### config.mk
export PLATFORM = sky130hd
export DESIGN_NAME = mem_stage_flat
export DESIGN_NICKNAME = d
export VERILOG_FILES = /design/src/rtl/mem_stage_pkg.sv /design/src/rtl/mem_stage_if.sv /design/src/rtl/mem_stage_align.sv /design/src/rtl/mem_stage.sv /design/src/flat_wrapper.sv
export SDC_FILE = /design/constraint.sdc
export NUM_CORES = 1
export LEC_CHECK = 0
export BUFFER_PORTS_ARGS = -buffer_cell sky130_fd_sc_hd__buf_2
export CAP_MARGIN = 20
export CORE_UTILIZATION = 50
export DETAILED_ROUTE_END_ITERATION = 16
export PLACE_DENSITY = 0.88
export SLEW_MARGIN = 20
export SYNTH_ARGS = -nofsm -noshare
export SYNTH_HDL_FRONTEND = slang
export SYNTH_HIERARCHICAL = 1
export SYNTH_SLANG_ARGS = --single-unit
export TNS_END_PERCENT = 30
### constraint.sdc
create_clock -name clk -period 2.8 [get_ports clk]
set_input_delay 0 -clock clk [delete_from_list [all_inputs] [get_ports clk]]
set_output_delay 0 -clock clk [all_outputs]
set_load 0.005 [all_outputs]
### src/rtl/mem_stage_pkg.sv
// Shared definitions for the MEM stage: widths, funct3 encodings, FSM states.
package mem_stage_pkg;

    localparam int REG_DATA_WIDTH  = 32;
    localparam int DMEM_STRB_WIDTH = 4;

    // Load funct3 encodings
    localparam logic [2:0] F3_LB  = 3'b000;
    localparam logic [2:0] F3_LH  = 3'b001;
    localparam logic [2:0] F3_LW  = 3'b010;
    localparam logic [2:0] F3_LBU = 3'b100;
    localparam logic [2:0] F3_LHU = 3'b101;

    // Store funct3 encodings (share size coding with loads)
    localparam logic [2:0] F3_SB  = 3'b000;
    localparam logic [2:0] F3_SH  = 3'b001;
    localparam logic [2:0] F3_SW  = 3'b010;

    typedef enum logic [0:0] {
        MEM_IDLE = 1'b0,
        MEM_WAIT = 1'b1
    } mem_state_e;

endpackage

### src/rtl/mem_stage_if.sv
// Data-memory request/ready port shared by the MEM stage and the memory.
interface mem_stage_if #(
    parameter int XLEN = 32
);
    import mem_stage_pkg::*;

    logic                       dmem_req;
    logic                       dmem_we;
    logic [XLEN-1:0]            dmem_addr;
    logic [XLEN-1:0]            dmem_wdata;
    logic [DMEM_STRB_WIDTH-1:0] dmem_wstrb;
    logic                       dmem_ready;
    logic [XLEN-1:0]            dmem_rdata;

    modport master (
        output dmem_req, dmem_we, dmem_addr, dmem_wdata, dmem_wstrb,
        input  dmem_ready, dmem_rdata
    );

    modport slave (
        input  dmem_req, dmem_we, dmem_addr, dmem_wdata, dmem_wstrb,
        output dmem_ready, dmem_rdata
    );

endinterface

### src/rtl/mem_stage_align.sv
// Byte/half/word lane handling: misalignment, store lane replication and
// strobes, and load lane extraction with sign/zero extension.
module mem_align
    import mem_stage_pkg::*;
#(
    parameter int XLEN = REG_DATA_WIDTH
) (
    input  logic [2:0]                 funct3_i,
    input  logic [1:0]                 addr_i,
    input  logic [XLEN-1:0]            store_data_i,
    input  logic [XLEN-1:0]            rdata_i,
    output logic                       mis_o,
    output logic [XLEN-1:0]            wdata_o,
    output logic [DMEM_STRB_WIDTH-1:0] wstrb_o,
    output logic [XLEN-1:0]            load_data_o
);

    logic [7:0]  byte_s;
    logic [15:0] half_s;

    // Pick the addressed byte and halfword out of the read word
    always_comb begin
        byte_s = rdata_i[{addr_i, 3'b000} +: 8];
        if (addr_i[1]) begin
            half_s = rdata_i[31:16];
        end else begin
            half_s = rdata_i[15:0];
        end
    end

    // Size decode; undefined encodings fall through to word access
    always_comb begin
        mis_o       = 1'b0;
        wdata_o     = store_data_i;
        wstrb_o     = 4'b1111;
        load_data_o = rdata_i;
        case (funct3_i)
            F3_LB: begin  // also SB
                wdata_o     = {4{store_data_i[7:0]}};
                wstrb_o     = 4'b0001 << addr_i;
                load_data_o = {{(XLEN-8){byte_s[7]}}, byte_s};
            end
            F3_LBU: begin
                wdata_o     = {4{store_data_i[7:0]}};
                wstrb_o     = 4'b0001 << addr_i;
                load_data_o = {{(XLEN-8){1'b0}}, byte_s};
            end
            F3_LH: begin  // also SH
                mis_o       = addr_i[0];
                wdata_o     = {2{store_data_i[15:0]}};
                wstrb_o     = 4'b0011 << {addr_i[1], 1'b0};
                load_data_o = {{(XLEN-16){half_s[15]}}, half_s};
            end
            F3_LHU: begin
                mis_o       = addr_i[0];
                wdata_o     = {2{store_data_i[15:0]}};
                wstrb_o     = 4'b0011 << {addr_i[1], 1'b0};
                load_data_o = {{(XLEN-16){1'b0}}, half_s};
            end
            default: begin  // LW/SW and undefined encodings
                mis_o       = (addr_i != 2'b00);
                wdata_o     = store_data_i;
                wstrb_o     = 4'b1111;
                load_data_o = rdata_i;
            end
        endcase
    end

endmodule

### src/rtl/mem_stage.sv
// MEM pipeline stage: EX/MEM register, data-memory handshake FSM with
// timeout, and MEM/WB register plus forwarding sources for EX.
module mem_stage
    import mem_stage_pkg::*;
#(
    parameter int XLEN    = REG_DATA_WIDTH,
    parameter int TIMEOUT = 15
) (
    input  logic            clk,
    input  logic            rst,
    input  logic            ex_valid,
    input  logic [XLEN-1:0] alu_result,
    input  logic [XLEN-1:0] store_data,
    input  logic [2:0]      funct3,
    input  logic [4:0]      rd,
    input  logic            regwrite,
    input  logic            memread,
    input  logic            memwrite,
    output logic            stall,
    mem_stage_if.master     dmem,
    output logic [4:0]      rd_mem,
    output logic            regwrite_mem,
    output logic [XLEN-1:0] wb_data_mem,
    output logic [4:0]      rd_wb,
    output logic            regwrite_wb,
    output logic [XLEN-1:0] write_data_wb,
    output logic            exc_misaligned,
    output logic            exc_bus
);

    localparam int CNT_W = $clog2(TIMEOUT + 1);

    // EX/MEM register
    logic            em_valid_q, em_regwrite_q, em_memread_q, em_memwrite_q;
    logic [XLEN-1:0] em_alu_q, em_sd_q;
    logic [2:0]      em_funct3_q;
    logic [4:0]      em_rd_q;

    // FSM
    mem_state_e      state_q, state_d;
    logic [CNT_W-1:0] cnt_q, cnt_d;
    logic            req_s, busy_s, retire_s, buserr_s, stall_s;

    // Lane logic
    logic                       mis_s, is_mem_s, go_s, mis_op_s;
    logic [XLEN-1:0]            wdata_s, load_data_s;
    logic [DMEM_STRB_WIDTH-1:0] wstrb_s;

    // MEM/WB register
    logic [4:0]      rd_wb_q;
    logic            regwrite_wb_q, exc_mis_q, exc_bus_q;
    logic [XLEN-1:0] write_data_wb_q;

    mem_align #(.XLEN(XLEN)) u_align (
        .funct3_i     (em_funct3_q),
        .addr_i       (em_alu_q[1:0]),
        .store_data_i (em_sd_q),
        .rdata_i      (dmem.dmem_rdata),
        .mis_o        (mis_s),
        .wdata_o      (wdata_s),
        .wstrb_o      (wstrb_s),
        .load_data_o  (load_data_s)
    );

    assign is_mem_s = em_valid_q & (em_memread_q | em_memwrite_q);
    assign mis_op_s = is_mem_s & mis_s;
    assign go_s     = is_mem_s & ~mis_s;

    // EX/MEM capture; frozen while the memory op is outstanding
    always_ff @(posedge clk) begin
        if (rst) begin
            em_valid_q    <= 1'b0;
            em_alu_q      <= '0;
            em_sd_q       <= '0;
            em_funct3_q   <= 3'b000;
            em_rd_q       <= 5'd0;
            em_regwrite_q <= 1'b0;
            em_memread_q  <= 1'b0;
            em_memwrite_q <= 1'b0;
        end else if (!stall_s) begin
            em_valid_q    <= ex_valid;
            em_alu_q      <= alu_result;
            em_sd_q       <= store_data;
            em_funct3_q   <= funct3;
            em_rd_q       <= rd;
            em_regwrite_q <= regwrite;
            em_memread_q  <= memread;
            em_memwrite_q <= memwrite;
        end
    end

    // Handshake FSM state and wait counter
    always_ff @(posedge clk) begin
        if (rst) begin
            state_q <= MEM_IDLE;
            cnt_q   <= '0;
        end else begin
            state_q <= state_d;
            cnt_q   <= cnt_d;
        end
    end

    // Next state, request and retire decisions; timeout abandons the request
    always_comb begin
        state_d  = state_q;
        cnt_d    = cnt_q;
        req_s    = 1'b0;
        busy_s   = 1'b0;
        retire_s = 1'b0;
        buserr_s = 1'b0;
        case (state_q)
            MEM_IDLE: begin
                cnt_d = '0;
                if (go_s) begin
                    req_s  = 1'b1;
                    busy_s = 1'b1;
                    if (dmem.dmem_ready) begin
                        retire_s = 1'b1;
                    end else begin
                        state_d = MEM_WAIT;
                    end
                end else begin
                    state_d = MEM_IDLE;
                end
            end
            MEM_WAIT: begin
                busy_s = 1'b1;
                if (dmem.dmem_ready) begin
                    req_s    = 1'b1;
                    retire_s = 1'b1;
                    state_d  = MEM_IDLE;
                end else if (cnt_q == CNT_W'(TIMEOUT)) begin
                    retire_s = 1'b1;
                    buserr_s = 1'b1;
                    state_d  = MEM_IDLE;
                end else begin
                    req_s = 1'b1;
                    cnt_d = cnt_q + 1'b1;
                end
            end
            default: begin
                state_d = MEM_IDLE;
                cnt_d   = '0;
            end
        endcase
    end

    assign stall_s = busy_s & ~retire_s;

    // MEM/WB update on every non-stalled edge; exception flags are one-shot
    always_ff @(posedge clk) begin
        if (rst) begin
            rd_wb_q         <= 5'd0;
            regwrite_wb_q   <= 1'b0;
            write_data_wb_q <= '0;
            exc_mis_q       <= 1'b0;
            exc_bus_q       <= 1'b0;
        end else if (!stall_s) begin
            rd_wb_q         <= em_rd_q;
            regwrite_wb_q   <= em_valid_q & em_regwrite_q & ~mis_op_s & ~buserr_s;
            write_data_wb_q <= em_memread_q ? load_data_s : em_alu_q;
            exc_mis_q       <= mis_op_s;
            exc_bus_q       <= buserr_s;
        end else begin
            exc_mis_q       <= 1'b0;
            exc_bus_q       <= 1'b0;
        end
    end

    assign stall           = stall_s;
    assign dmem.dmem_req   = req_s;
    assign dmem.dmem_we    = req_s & em_memwrite_q;
    assign dmem.dmem_addr  = {em_alu_q[XLEN-1:2], 2'b00};
    assign dmem.dmem_wdata = wdata_s;
    assign dmem.dmem_wstrb = (req_s & em_memwrite_q) ? wstrb_s : {DMEM_STRB_WIDTH{1'b0}};

    assign rd_mem          = em_rd_q;
    assign regwrite_mem    = em_valid_q & em_regwrite_q;
    assign wb_data_mem     = em_alu_q;
    assign rd_wb           = rd_wb_q;
    assign regwrite_wb     = regwrite_wb_q;
    assign write_data_wb   = write_data_wb_q;
    assign exc_misaligned  = exc_mis_q;
    assign exc_bus         = exc_bus_q;

endmodule

### src/flat_wrapper.sv
// flat-port wrapper written by rule: the top's interface ports become plain ports
module mem_stage_flat import mem_stage_pkg::*;
#(
    parameter int XLEN    = REG_DATA_WIDTH,
    parameter int TIMEOUT = 15
)
  (clk, rst, ex_valid, alu_result, store_data, funct3, rd, regwrite, memread, memwrite, stall, rd_mem, regwrite_mem, wb_data_mem, rd_wb, regwrite_wb, write_data_wb, exc_misaligned, exc_bus, dmem_dmem_req, dmem_dmem_we, dmem_dmem_addr, dmem_dmem_wdata, dmem_dmem_wstrb, dmem_dmem_ready, dmem_dmem_rdata);
  mem_stage_if #(.XLEN(XLEN)) dmem_i ();
  input  logic clk;
  input  logic rst;
  input  logic ex_valid;
  input  logic [XLEN-1:0] alu_result;
  input  logic [XLEN-1:0] store_data;
  input  logic [2:0] funct3;
  input  logic [4:0] rd;
  input  logic regwrite;
  input  logic memread;
  input  logic memwrite;
  output logic stall;
  output logic [4:0] rd_mem;
  output logic regwrite_mem;
  output logic [XLEN-1:0] wb_data_mem;
  output logic [4:0] rd_wb;
  output logic regwrite_wb;
  output logic [XLEN-1:0] write_data_wb;
  output logic exc_misaligned;
  output logic exc_bus;
  output wire logic [$bits(dmem_i.dmem_req)-1:0] dmem_dmem_req;
  output wire logic [$bits(dmem_i.dmem_we)-1:0] dmem_dmem_we;
  output wire logic [$bits(dmem_i.dmem_addr)-1:0] dmem_dmem_addr;
  output wire logic [$bits(dmem_i.dmem_wdata)-1:0] dmem_dmem_wdata;
  output wire logic [$bits(dmem_i.dmem_wstrb)-1:0] dmem_dmem_wstrb;
  input wire logic [$bits(dmem_i.dmem_ready)-1:0] dmem_dmem_ready;
  input wire logic [$bits(dmem_i.dmem_rdata)-1:0] dmem_dmem_rdata;
  assign dmem_dmem_req = dmem_i.dmem_req;
  assign dmem_dmem_we = dmem_i.dmem_we;
  assign dmem_dmem_addr = dmem_i.dmem_addr;
  assign dmem_dmem_wdata = dmem_i.dmem_wdata;
  assign dmem_dmem_wstrb = dmem_i.dmem_wstrb;
  assign dmem_i.dmem_ready = dmem_dmem_ready;
  assign dmem_i.dmem_rdata = dmem_dmem_rdata;
  mem_stage #(.XLEN(XLEN), .TIMEOUT(TIMEOUT)) u_core (.clk(clk), .rst(rst), .ex_valid(ex_valid), .alu_result(alu_result), .store_data(store_data), .funct3(funct3), .rd(rd), .regwrite(regwrite), .memread(memread), .memwrite(memwrite), .stall(stall), .dmem(dmem_i), .rd_mem(rd_mem), .regwrite_mem(regwrite_mem), .wb_data_mem(wb_data_mem), .rd_wb(rd_wb), .regwrite_wb(regwrite_wb), .write_data_wb(write_data_wb), .exc_misaligned(exc_misaligned), .exc_bus(exc_bus));
endmodule
==> results of run 1 <==
-- worst max-delay path, stage by stage (launching register included) --
cell,delay [ns]
sky130_fd_sc_hd__dfxtp_1,0.57
sky130_fd_sc_hd__a21oi_1,0.12
sky130_fd_sc_hd__nor2_1,0.14
sky130_fd_sc_hd__inv_1,0.09
sky130_fd_sc_hd__a31oi_4,0.24
sky130_fd_sc_hd__buf_12,0.29
sky130_fd_sc_hd__and3b_1,0.34
sky130_fd_sc_hd__and2_1,0.22
sky130_fd_sc_hd__buf_2,0.13
-- through the flow --
stage	utilization	hold WS (ns)
2_1_floorplan	-	0.161
3_3_place_gp	0.586	0.266
3_5_place_dp	0.586	0.269
4_1_cts	0.692	0.0413
5_1_grt	0.692	0.0592
6_report	0.692	0.0399
-- state kept, by name, indices dropped and copies added, names as in the netlist --
register,cells
u_core/em_sd_q,32
u_core/wb_data_mem,32
u_core/write_data_wb,32
u_core/rd_mem,5
u_core/rd_wb,5
u_core/cnt_q,4
u_core/em_funct3_q,3
u_core/em_memread_q,1
u_core/em_memwrite_q,1
u_core/em_regwrite_q,1
u_core/em_valid_q,1
u_core/exc_bus,1
u_core/exc_misaligned,1
u_core/regwrite_wb,1
u_core/state_q,1
-- cell type report --
type                       instances  share of cell area
timing repair buffer             348               0.244
multi-input combinational        537               0.395
tap                              176              0.0241
inverter                           5             0.00233
antenna                            1            0.000274
clock buffer                      25              0.0543
sequential                       121               0.266
clock inverter                     7              0.0151
-- how the worst min path moves through the flow --
stage	cells past startpoint	slack, ns	endpoint
after floorplan	2	0.16	u_core/em_sd_q[15]
after global placement	3	0.27	u_core/em_sd_q[14]
after detailed placement	3	0.27	u_core/em_regwrite_q
after CTS	4	0.04	u_core/cnt_q[0]
after global routing	4	0.06	u_core/exc_bus
final	4	0.04	u_core/cnt_q[0]
-- layout by cell type (no fill, tap or decap), types with 3 or more instances in the layout --
cell type                       count
sky130_fd_sc_hd__a211oi_1          32
sky130_fd_sc_hd__a21oi_1           71
sky130_fd_sc_hd__a221o_1            7
sky130_fd_sc_hd__a22oi_1            7
sky130_fd_sc_hd__and2_1             6
sky130_fd_sc_hd__buf_12             5
sky130_fd_sc_hd__buf_2            256
sky130_fd_sc_hd__buf_4             11
sky130_fd_sc_hd__bufinv_16          4
sky130_fd_sc_hd__clkbuf_1           4
sky130_fd_sc_hd__clkbuf_16         17
sky130_fd_sc_hd__clkbuf_8           4
sky130_fd_sc_hd__dfxtp_1          119
sky130_fd_sc_hd__dlygate4sd3_1     76
sky130_fd_sc_hd__inv_1              4
sky130_fd_sc_hd__mux2_2             9
sky130_fd_sc_hd__mux2i_1           55
sky130_fd_sc_hd__nand2_1           41
sky130_fd_sc_hd__nand2b_1          14
sky130_fd_sc_hd__nand4_1            3
sky130_fd_sc_hd__nor2_1            19
sky130_fd_sc_hd__nor2b_1           28
sky130_fd_sc_hd__nor3_1            32
sky130_fd_sc_hd__o21ai_0           90
sky130_fd_sc_hd__o21bai_1           3
sky130_fd_sc_hd__o221ai_1           7
sky130_fd_sc_hd__o22ai_1           17
sky130_fd_sc_hd__or3b_1            33
sky130_fd_sc_hd__or3b_2            38
-- report_power, final --
part	total, uW	switching, uW	internal [uW]	leakage [uW]
combinational	968	506	463	0.00261
clock	2350	772	1580	0.000307
sequential	1930	91.3	1840	0.00100
-- routing by layer --
layer,routed length [microns],share of wire,GRT usage
met5,0,0,0
met2,10900,0.48,0.529
met4,1030,0.046,0.166
met3,1850,0.082,0.0878
met1,8840,0.39,0.367
-- cells by family (layout without fill, tap and decap cells) --
group | count (synthesis) | after routing | synth area share
compound gates | 243 | 243 | 0.218
simple gates | 222 | 222 | 0.206
buf+inv | 124 | 385 | 0.109
flops | 121 | 121 | 0.359
mux | 66 | 66 | 0.101
xor+xnor | 3 | 3 | 0.00390
fa+ha+maj | 1 | 1 | 0.00185
other cells | 1 | 3 | 0.000556
-- timing repair --
| item | 4_1_cts | 5_1_grt |
|---|---|---|
| gates resized for setup | 0 | 0 |
| endpoints found under the hold margin | 76 | 0 |
| hold buffers | 76 | 0 |
==> results list, run 1 <==
- The flow ran to the end, and the final reports show no timing, DRC or antenna violations.
- Die ar.: 14000 sq um
- The clock arrives with 0.00862 ns of skew.
- Summed over all layers, the routed wires come to 22600 microns.
- Core region area: 13200 sq um
- Clock latency reported for the late side of the worst-skew pair: 0.42 ns
- Setup repair after global routing missed its margin: false
* IR Drop Worst-Case VDD: 423 uV
- Grt ovf: 0
* Peak Freq: 0.390 GHz
- The wire-length estimate of the detail-placed layout is 14000 microns.
- Transition at the pin with the smallest max-transition slack: 0.884 ns
* Overall power: 5250 uW
* Net count of the finished layout: 1142
- In the synthesized netlist, the cells that appear most often are sky130_fd_sc_hd__dfxtp_1 (121), sky130_fd_sc_hd__o21ai_0 (90), sky130_fd_sc_hd__a21oi_1 (71).
- Multi-input gate area: 3600 sq um
- Power spread over the standard cell area amounts to 576 nW/um^2.
- The first global-routing pass estimated 34800 microns of wire.
* Yosys warning count: 6
- Summing over every cut layer, the via total after detailed routing is 7009.
- Number of enable flip-flop cells after synthesis: 0
* Post-route DRC violation count: 0
- Relative to the synthesized area, the layout overhead comes to 35.4%.
* Start of the worst register-to-register path: u_core/wb_data_mem[1]
- Remaining number of nets flagged by the antenna check after routing: 0
- Following the worst setup path forward leads to its endpoint at dmem_dmem_wstrb[3].
- Number of buffers inserted by post-CTS setup repair: 0
- Largest fanout on the critical path: 75
* Pre-CTS setup slack: 0.641 ns
* Relative slew margins: 0.410
- Setup slack on the critical path of the routed design comes to 0.239 ns.
* Master cell of the clock root buffer: sky130_fd_sc_hd__clkbuf_16
- Clock buffer count from CTS: 17
- The worst path needs 2.56 ns of the cycle, external delays included.
- The share of the Yosys chip area taken by registers is 0.359.
* Final instance count without filler cells: 1220
- Dividing the final minimum period by the clock period gives 0.915.
- After routing the design area is 9130 sq um.
- After detailed routing, the number of vias per cell comes to 5.75.
- Before antenna repair, the detailed router went through 12 iterations.
- Across the whole layout, storage elements account for 2420 sq um.
- The layout has 989 filler cells.
* R2r worst-path depth: 6
- The average instance in the mapped netlist occupies 8.64 sq um.
- The synthesized netlist contains 47 unique library cells.
- Vertical die dimension: 118 microns
- The most critical setup path has its startpoint at u_core/em_funct3_q[0].
- HP Class: input port to flip-flop
- The die is 118 microns wide.
* Fin. Hold Viols: 0
* Worst EP required: 2.80 ns
* Area after detailed placement: 7730 sq um
- Starting DRT DRC Count: 657
- Global Route Usage Sum: 0.316
* Number of setup violations in the final report: 0
- The biggest area contributor in the post-synthesis netlist is sky130_fd_sc_hd__dfxtp_1.
- Initial core utilization: 0.511
- The via count of the first global-routing pass came to 6730.
- Reg2reg end: u_core/write_data_wb[14]
- The max-slew violation total from the final report is 0.
* Number of instances in the synthesized netlist: 781
* Clock tree from TritonCTS: done
- Count of input and output buffers: 257
- Crit. End Element: primary output
* Cell types occupying the most area after synthesis: sky130_fd_sc_hd__dfxtp_1 (36%), sky130_fd_sc_hd__mux2i_1 (8.2%), sky130_fd_sc_hd__o21ai_0 (6.7%), sky130_fd_sc_hd__a21oi_1 (5.3%), sky130_fd_sc_hd__buf_4 (5.1%)
* Area of the mapped netlist: 6740 sq um
- The clock drives 121 sinks.
- Across the run, the number of max-cap violations was 0.
* Number of placed I/O pins: 260
- Maximum clock insertion buffer count: 2
- Initial antenna violation count: 1
* Dominant register cell in the synthesized netlist: sky130_fd_sc_hd__dfxtp_1
- Crit Path Class: flip-flop to primary output
- FF+latch count, synth: 121
* Placed cell count: 1111
* Placer Congestion: 0.928
- Entering global routing, the biggest net connects 106 pins.
* Post-synth top area share: 0.359
- # H-tree levels: 4
- Worst-path clk slew: 0.06 ns
- In this run the most critical hold path is launched from dmem_dmem_ready.
* Per-cell routed wire length: 18.5 microns
- Layout cells sized above 1: 0.345
- Leakage dissipation: 0.00392 uW
* Share of flip-flops with an asynchronous set or reset: 0
- For flop-to-flop paths, the worst setup slack is 0.53 ns.
* Critical path startpoint category: flip-flop
* Total negative setup slack: 0 ns
* Data arrival time of the critical path: 2.56 ns
- The most common cell in the synthesized netlist is sky130_fd_sc_hd__dfxtp_1.
- In this run the core area contains 42 standard-cell rows.
(Power assumes the default switching activity.)
==> inputs of run 2 (changes only) <==
--- a/config.mk
+++ b/config.mk
@@ -5,7 +5,7 @@
 export SDC_FILE = /design/constraint.sdc
 export NUM_CORES = 1
 export LEC_CHECK = 0
-export BUFFER_PORTS_ARGS = -buffer_cell sky130_fd_sc_hd__buf_2
+export BUFFER_PORTS_ARGS = -buffer_cell sky130_fd_sc_hd__buf_4
 export CAP_MARGIN = 20
 export CORE_UTILIZATION = 50
 export DETAILED_ROUTE_END_ITERATION = 16
==> results list, run 2 (synthesis gave the netlist of run 1 again) <==
- The instance count after placement with tap cells included was 1111 (unchanged).
- The clock transition at the registers of the reported paths came to 0.05 ns (about the same).
- The level count of the clock H-tree was 4 (unchanged).
- The TritonCTS sink count is 121 (unchanged).
* Startpoint of the lowest-slack hold path: dmem_dmem_rdata[2]
- Largest fanout on the critical path: 35 (-53%)
- The detailed-route wire length per cell was 19.0 microns (+2.7%).
- Leakage dissipation: 0.00404 uW (+3.1%)
* Die Width: 118 microns (unchanged)
- The count of placed standard cells in the final layout, fillers left out was 1222 (+0.16%).
- The total detailed-routing wirelength was 23200 microns (+2.9%).
* Via count of the first global-routing pass: 6776 (+0.68%)
- The highest layer touched by signal routing is met4.
- Clock tree from TritonCTS: done
* Syn-to-layout area delta: 44.5%
* Standard-cell row count: 42 (unchanged)
- The required time of the critical path came to 2.80 ns (about the same).
- Initial antenna violation count: 2 (+1)
- The starting density of the core is 0.511 (unchanged).
* Clock latency reported for the late side of the worst-skew pair: 0.42 ns (about the same)
- Crit. End Element: primary output
* Placer Congestion: 0.933 (+0.55%)
* Timing startpoint of the critical path: u_core/wb_data_mem[0]
- The die outline height was 118 microns (unchanged).
- Global Route Usage Sum: 0.324 (+0.00779)
- The cell sitting at the root of the clock tree is a sky130_fd_sc_hd__clkbuf_16.
* Ratio of routed vias to standard cells: 5.82 (+1.3%)
- The wire length the detailed router placed on met1 was 8730 microns (-1.3%).
- The max-slew violation total from the final report is 0 (unchanged).
- Number of setup violations in the final report: 0 (unchanged)
- The detailed-route DRC error count was 0 (unchanged).
* Transition at the pin with the smallest max-transition slack: 0.914 ns (+0.0296 ns)
- In this run the worst hold path is classified as input port to flip-flop.
* Critical path startpoint category: flip-flop
- Relative slew margins: 0.391 (-0.0197)
- Total negative setup slack: 0 ns (unchanged)
- Start of the worst register-to-register path: u_core/cnt_q[0]
* Maximum number of pins on one net before global-route repair: 115 (+8.5%)
* P per Cell Area: 545 nW/um^2 (-5.3%)
- Layout cells sized above 1: 0.346 (+0.000627)
- The data arrival time of the critical path is 2.53 ns (-0.03 ns).
* Highest-count cells in the layout ignoring fill and taps: sky130_fd_sc_hd__buf_4 (269), sky130_fd_sc_hd__dfxtp_1 (119), sky130_fd_sc_hd__o21ai_0 (90)
- The area of the die came to 14000 sq um (unchanged).
- The maximum clock skew at final layout came to 0.0123 ns (+0.00365 ns).
- The sum of met3 wire segment lengths after detailed routing was 1890 microns (+2.3%).
- MaxCap Viol Count: 0 (unchanged)
- The core area was 13200 sq um (unchanged).
* Peak Freq: 0.395 GHz (+1.3%)
- Grt ovf: 0 (unchanged)
* Setup repair after global routing missed its margin: false
* Number of placed I/O pins: 260 (unchanged)
* Remaining number of nets flagged by the antenna check after routing: 0 (unchanged)
- The HPWL after detailed placement is 14100 microns (+1.1%).
- Net count of the finished layout: 1143 (+0.088%)
* Fin. Hold Viols: 0 (unchanged)
- The count of routing violations after the opening detailed-route iteration is 800 (+22%).
* Number of detailed-routing iterations run before antenna repair: 8 (-4)
- The buffer depth of the longest clock path came to 2 (unchanged).
* Metal2 WL: 11400 microns (+5.2%)
* Wire length of the first global-routing pass: 35600 microns (+2.3%)
- The critical path is of the flip-flop to primary output type.
* Final cycle utilization of the critical path: 0.903 (-0.0116)
* Number of fill cells: 913 (-7.7%)
* Count of input and output buffers: 257 (unchanged)
- IR Drop Worst-Case VDD: 336 uV (-21%)
- The library cell used most frequently in the layout, excluding fill and tap cells, is sky130_fd_sc_hd__buf_4.
- The flow ran to the end, and the final reports show no timing, DRC or antenna violations.
- Clock buffer count from CTS: 17 (unchanged)
- The time the worst path needs with I/O delays and setup is 2.53 ns (-0.0324 ns).
- Total number of vias: 7115 (+1.5%)
## run 2: timing repair
item,4_1_cts,5_1_grt
hold buffers,77,0
gates resized for setup,0,0
buffers inserted,0,0
hold endpoints to repair,77,0
## run 2: final timing paths
path | end | slack (ns) | cells past startpoint
hold / removal | u_core/write_data_wb[2] | 0.13 | 4
hold reg to reg | u_core/rd_wb[0] | 0.49 | 2
setup / recovery | dmem_dmem_wstrb[1] | 0.27 | 8
setup reg to reg | u_core/rd_wb[4] | 0.63 | 6
## run 2: metal layers
layer,up-vias,GRT usage
met5,-,0
met4,0,0.197
met3,97,0.0811
met2,380,0.539
met1,3347,0.373
li1,3291,-
## run 2: cell type report
type / instances / area [sq um] / area share
clock inverters: 7 / 113 / 0.0116
diodes: 2 / 5.00 / 0.000514
clock buffers: 25 / 505 / 0.0519
repair buffers: 349 / 2850 / 0.293
flip-flops and latches: 121 / 2420 / 0.249
well taps: 176 / 220 / 0.0226
multi-input cells: 537 / 3600 / 0.370
inverters: 5 / 21.3 / 0.00218
## run 2: worst max-delay path, cell delays in order, from the launching register on
cell and delay [ns]:
sky130_fd_sc_hd__dfxtp_1 0.50, sky130_fd_sc_hd__a21oi_1 0.12, sky130_fd_sc_hd__nor2_1 0.16, sky130_fd_sc_hd__inv_1 0.09, sky130_fd_sc_hd__a31oi_4 0.23, sky130_fd_sc_hd__buf_4 0.35, sky130_fd_sc_hd__and3b_1 0.32, sky130_fd_sc_hd__and2_1 0.21
sky130_fd_sc_hd__buf_4 0.13
## run 2: through the flow
stage / setup slack [ns] / util / hold WS (ns) / power, uW / area, sq um
floorplan: 0.764 / - / 0.161 / 2510 / 6750
global placement: 0.767 / 0.633 / 0.277 / 2910 / 8350
detailed placement: 0.722 / 0.633 / 0.281 / 2930 / 8350
CTS: 0.265 / 0.738 / 0.110 / 5300 / 9740
global route: 0.147 / 0.739 / 0.153 / 5490 / 9740
finish: 0.271 / 0.739 / 0.127 / 5310 / 9740
## run 2: power by group
| part | internal [uW] | leakage (uW) | switching, uW | total, uW |
|---|---|---|---|---|
| Clock | 1510 | 0.000303 | 770 | 2280 |
| Combinational | 576 | 0.00273 | 513 | 1090 |
| Sequential | 1840 | 0.00100 | 95.6 | 1940 |
